**src/rtl/ram_fifo_pkg.sv**
```systemverilog
// Shared defaults for the RAM-backed byte FIFO controller.
package ram_fifo_pkg;

    localparam int DEF_ADDR_W   = 9;
    localparam int DEF_DATA_W   = 8;
    localparam int DEPTH        = 2 ** DEF_ADDR_W;
    localparam int OB_DEPTH     = 2;
    localparam int DEF_AF_LEVEL = 496;
    localparam int DEF_AE_LEVEL = 16;

endpackage

```
**src/rtl/ram_fifo_outbuf.sv**
```systemverilog
// Two-entry output buffer fed by RAM read data; slot0 is always the head byte.
module ram_fifo_outbuf
    import ram_fifo_pkg::*;
#(
    parameter int DATA_W = DEF_DATA_W
) (
    input  logic              clk,
    input  logic              rst_n,
    input  logic              flush,
    input  logic              capture,
    input  logic [DATA_W-1:0] cap_data,
    input  logic              pop,
    output logic [1:0]        ob_cnt,
    output logic [DATA_W-1:0] head
);

    logic [DATA_W-1:0] slot0;
    logic [DATA_W-1:0] slot1;
    logic              cap_to_head;

    // A capture lands in whichever slot is the first free one after this cycle's pop.
    assign cap_to_head = (ob_cnt == 2'd0) || ((ob_cnt == 2'd1) && pop);
    assign head        = slot0;

    always_ff @(posedge clk or negedge rst_n) begin
        if (!rst_n) begin
            slot0  <= '0;
            slot1  <= '0;
            ob_cnt <= '0;
        end else if (flush) begin
            ob_cnt <= '0;
        end else begin
            if (pop) begin
                slot0 <= slot1;
            end
            if (capture) begin
                if (cap_to_head) begin
                    slot0 <= cap_data;
                end else begin
                    slot1 <= cap_data;
                end
            end
            ob_cnt <= ob_cnt + 2'(capture) - 2'(pop);
        end
    end

endmodule

```
**src/rtl/ram_fifo_ctrl.sv**
```systemverilog
// Single-clock FIFO controller over a 512x8 dual-port RAM (port A writes, port B reads).
// Optional FIFO_WATERMARK_EN adds registered almost_full / almost_empty flags.
module ram_fifo_ctrl
    import ram_fifo_pkg::*;
#(
    parameter int ADDR_W   = DEF_ADDR_W,
    parameter int DATA_W   = DEF_DATA_W
`ifdef FIFO_WATERMARK_EN
    ,
    parameter int AF_LEVEL = DEF_AF_LEVEL,
    parameter int AE_LEVEL = DEF_AE_LEVEL
`endif
) (
    input  logic              clk,
    input  logic              rst_n,
    input  logic              flush,
    input  logic              in_valid,
    output logic              in_ready,
    input  logic [DATA_W-1:0] in_data,
    output logic              out_valid,
    input  logic              out_ready,
    output logic [DATA_W-1:0] out_data,
    output logic [ADDR_W:0]   count,
    output logic [ADDR_W-1:0] ram_addr_a,
    output logic [DATA_W-1:0] ram_data_a,
    output logic              ram_we_a,
    output logic [ADDR_W-1:0] ram_addr_b,
    output logic [DATA_W-1:0] ram_data_b,
    output logic              ram_we_b,
    input  logic [DATA_W-1:0] ram_q_b
`ifdef FIFO_WATERMARK_EN
    ,
    output logic              almost_full,
    output logic              almost_empty
`endif
);

    logic [ADDR_W-1:0] wr_ptr;
    logic [ADDR_W-1:0] rd_ptr;
    logic [ADDR_W:0]   mem_cnt;
    logic              rd_pend;
    logic [1:0]        ob_cnt;
    logic [2:0]        ob_load;
    logic              push;
    logic              pop;
    logic              issue;

    // mem_cnt never exceeds DEPTH, so its top bit alone marks a full RAM.
    assign in_ready  = ~mem_cnt[ADDR_W] & ~flush;
    assign push      = in_valid & in_ready;
    assign out_valid = (ob_cnt != 2'd0);
    assign pop       = out_valid & out_ready;

    // Buffer occupancy including the read in flight, net of this cycle's pop.
    assign ob_load = {1'b0, ob_cnt} + {2'b00, rd_pend} - {2'b00, pop};
    assign issue   = (mem_cnt != '0) & (ob_load < 3'(OB_DEPTH)) & ~flush;

    assign ram_addr_a = wr_ptr;
    assign ram_data_a = in_data;
    assign ram_we_a   = push;
    assign ram_addr_b = rd_ptr;
    assign ram_data_b = '0;
    assign ram_we_b   = 1'b0;

    assign count = mem_cnt + (ADDR_W+1)'(rd_pend) + (ADDR_W+1)'(ob_cnt);

    always_ff @(posedge clk or negedge rst_n) begin
        if (!rst_n) begin
            wr_ptr  <= '0;
            rd_ptr  <= '0;
            mem_cnt <= '0;
            rd_pend <= 1'b0;
        end else if (flush) begin
            wr_ptr  <= '0;
            rd_ptr  <= '0;
            mem_cnt <= '0;
            rd_pend <= 1'b0;
        end else begin
            wr_ptr  <= wr_ptr + ADDR_W'(push);
            rd_ptr  <= rd_ptr + ADDR_W'(issue);
            mem_cnt <= mem_cnt + (ADDR_W+1)'(push) - (ADDR_W+1)'(issue);
            rd_pend <= issue;
        end
    end

    // RAM port B is registered, so data for a read issued last cycle is on ram_q_b now.
    ram_fifo_outbuf #(
        .DATA_W (DATA_W)
    ) u_outbuf (
        .clk      (clk),
        .rst_n    (rst_n),
        .flush    (flush),
        .capture  (rd_pend),
        .cap_data (ram_q_b),
        .pop      (pop),
        .ob_cnt   (ob_cnt),
        .head     (out_data)
    );

`ifdef FIFO_WATERMARK_EN
    always_ff @(posedge clk or negedge rst_n) begin
        if (!rst_n) begin
            almost_full  <= 1'b0;
            almost_empty <= 1'b1;
        end else begin
            almost_full  <= (count >= (ADDR_W+1)'(AF_LEVEL));
            almost_empty <= (count <= (ADDR_W+1)'(AE_LEVEL));
        end
    end
`endif

endmodule

```
**config.mk**
```make
export PLATFORM = sky130hd
export DESIGN_NAME = ram_fifo_ctrl
export DESIGN_NICKNAME = d
export VERILOG_FILES = /design/src/rtl/ram_fifo_pkg.sv /design/src/rtl/ram_fifo_outbuf.sv /design/src/rtl/ram_fifo_ctrl.sv
export SDC_FILE = /design/constraint.sdc
export NUM_CORES = 1
export LEC_CHECK = 0
export CORE_AREA = 2 2 83 85
export CTS_BUF_LIST = sky130_fd_sc_hd__clkbuf_4
export CTS_CLUSTER_SIZE = 20
export DETAILED_ROUTE_END_ITERATION = 6
export DIE_AREA = 0 0 85 87
export PLACE_DENSITY = 0.77
export SLEW_MARGIN = 40
export SYNTH_ARGS = -nofsm -noshare
export SYNTH_HDL_FRONTEND = slang
export SYNTH_SLANG_ARGS = --single-unit
```
**constraint.sdc**
```tcl
create_clock -name clk -period 3.85 [get_ports clk]
set_clock_uncertainty 0.05 [all_clocks]
set_input_delay 0.9625 -clock clk [delete_from_list [all_inputs] [get_ports clk]]
set_output_delay 0.9625 -clock clk [all_outputs]
set_load 0.01 [all_outputs]
```
==> metrics.txt <==
share of layout cells above drive strength 1=0.176; H-tree depth=2; vias=2115; simple-gate portion of the synthesized area=0.140; antenna-violating nets left=0; share of synthesized area spent on multiplexers=0.0458; top post-synthesis cells by count=dfrtp_1, ha_1, nor2_1; Mapped Cells=275; DIE WIDTH=85 µm; Slew @ Worst Pin=0.604 ns; initial antenna violation count=0; Vias/cell=5.10; crit share post-route=0.965; status=finished clean; Root Buffer Master=clkbuf_4; top_reg_cell synth=dfrtp_1; Fill cells=580; startpoint types=primary input; Slew Limit Fails=0; starting density of the core=0.437; first-pass iteration count of the detailed router=4; IO Port Bufs=51; Fmax achieved=269 MHz; Yosys cell types=41; later-pin clock latency in the skew report=0.36 ns; Syn-to-layout area delta=26.7%; ant diodes=0; All-Layer GR Usage=0.166; Crit path arrival time=3.93 ns; met3 GRT Util=0.0351; final setup vio count=0; CTS Buffer Depth=2; complex-gate fraction of the synthesized area=0.107; final net count=385; fin cells=415; met2 usage=0.282; Post-Synth Adder-Cell Area=0.141; yosys warns=0; Row Count=30; count leader, synth=dfrtp_1; WL per Instance=14.2 µm; Pleak=1.64 nW; GP Congestion=0.847; Pwr Total=2.67 mW; largest family of logic cells by synthesized area=adder cells; CTS tree=built; GR Overflow Total=0; M1 GR Usage=0.221; kind of critical path=primary input to flip-flop; Final Hold Slack=0.458 ns; post-synth top area share=0.410; DP HPWL=4330 µm; Pwr per Cell Area=734 nW/µm²; CP max FO=2; largest net degree at the start of global routing=48; EDFF count, synth=0; Rel. slew slack=0.597; Die Area=7400 µm²; Synth Area in XOR/XNOR=0.0733; FF+latch count, synth=47; Synth area leader=dfrtp_1; GRT busiest layer=met2; floorplan core area=6570 µm²; worst hold path type=flip-flop to flip-flop; max cap viols=0; share of synthesized registers carrying an async set or reset=1.00; minimum clock period=3.72 ns; vias in the first global route=2152; Worst-path clk slew=0.13 ns; number of I/O pins=77; sequential share of the synthesized area=0.410; synthesized cell area=2870 µm²; Final Hold Fails=0; dpl cells=402; Num CTS Buffers=5; top post-synthesis cells by area=dfrtp_1, ha_1, xnor2_1; Max IR drop VDD=0.000391 V; DRC=0; Syn Area/Cell=10.4 µm²; DRT Wirelength=5900 µm; die height=87 µm; worst endpoint required time=4.06 ns; Initial DRC Count=58; clk sink count=47; CP Capture Type=flip-flop; first-pass GRT wire length=9930 µm
==> worst paths after layout <==
| check | endpoint | startpoint | slack, ns | cells after the start |
|---|---|---|---|---|
| worst max-delay path | mem_cnt[8] | out_ready | 0.13 | 17 |
| worst min-delay path | u_outbuf.head[4] | u_outbuf.head[4] | 0.46 | 1 |
| worst max register to register | mem_cnt[8] | u_outbuf.ob_cnt[0] | 0.22 | 18 |
| worst min register to register | u_outbuf.head[4] | u_outbuf.head[4] | 0.46 | 1 |
| max in group asynchronous | mem_cnt[0] | rst_n | 2.79 | 1 |
| min in group asynchronous | u_outbuf.head[3] | rst_n | 0.53 | 1 |
==> state kept, by name (all words and copies together), names as in the netlist <==
name / flops
mem_cnt: 10
ram_addr_a: 9
ram_addr_b: 9
rd_pend: 1
u_outbuf.head: 8
u_outbuf.ob_cnt: 2
u_outbuf.slot1: 8
==> cell families (layout without fill, tap and decap cells) <==
kind of cell | after synthesis | count (layout)
simple gates | 76 | 76
flops | 47 | 47
compound gates | 45 | 45
buf+inv | 43 | 95
fa+ha+maj | 30 | 30
xor+xnor | 24 | 24
mux | 9 | 9
other cells | 1 | 9
==> power breakdown <==
group	internal [mW]	leakage, nW	total, mW	switching (mW)
registers	0.636	0.620	0.752	0.116
logic	0.917	0.981	1.68	0.759
clock network	0.0856	0.0361	0.241	0.155
==> cell type report <==
cell class	instances	area, µm²	area share
clock buffer	7	52.6	0.0145
clock inverter	1	5.00	0.00138
inverter	19	71.3	0.0196
multi-input combinational	193	1590	0.437
sequential	47	1180	0.324
tap	80	100	0.0275
timing repair buffer	68	641	0.176
==> worst max-delay path, stage by stage <==
cell and delay [ns]:
buf_6 0.07, and2b_4 0.18, or2_4 0.25, ha_4 0.15
inv_2 0.05, fa_2 0.44, nand3b_1 0.14, a31oi_2 0.06
ha_2 0.33, inv_2 0.04, ha_4 0.15, fa_2 0.38
a21oi_4 0.18, nor3b_4 0.06, o31a_1 0.25, xnor2_1 0.15
nor2_1 0.06
==> timing repair <==
action	4_1_cts	5_1_grt
hold buffers	0	0
setup buffers	1	5
pin swaps	11	12
resized for setup	2	11
gates cloned	0	0
endpoints found under the setup margin	6	6
==> metrics by stage <==
stage	worst slack (ns)	instance area [µm²]	TNS, ns	util
after floorplan	-0.0540	2960	-0.126	-
after global placement	-0.587	3490	-3.76	0.532
after detailed placement	-0.613	3500	-4.24	0.532
after CTS	0.00624	3560	0	0.542
after global routing	-0.0242	3630	-0.0242	0.553
final	0.134	3630	0	0.553
==> metal layers <==
metal  vias up  wire length [µm]
met5         -                 0
met4         0                37
met3         6               236
met2        40              3040
met1      1047              2580
li1       1022                 -
==> cells in the final DEF, fill, tap and decap left out, types with 2 or more instances in the layout <==
cell type	netlist	final
mux2_4	8	8
a221o_1	2	2
or3_1	8	8
dfrtp_1	47	47
a22oi_1	8	8
inv_1	18	15
clkdlybuf4s50_1	0	49
buf_6	1	2
xor2_1	9	9
ha_1	26	22
fa_1	4	2
a21oi_1	11	10
nor2_1	23	21
a31oi_1	3	2
ha_4	0	3
nor2b_1	11	11
inv_2	1	4
and3_1	3	3
xnor2_1	15	14
a21o_1	3	3
nor2_2	2	4
o21ai_0	7	7
conb_1	1	9
o2bb2ai_1	8	8
fa_2	0	2
or2_4	0	2
buf_4	17	17
clkbuf_4	0	7
nand2_1	9	8
nand3_1	10	10
Note: power is estimated with default switching activity, not from simulation.
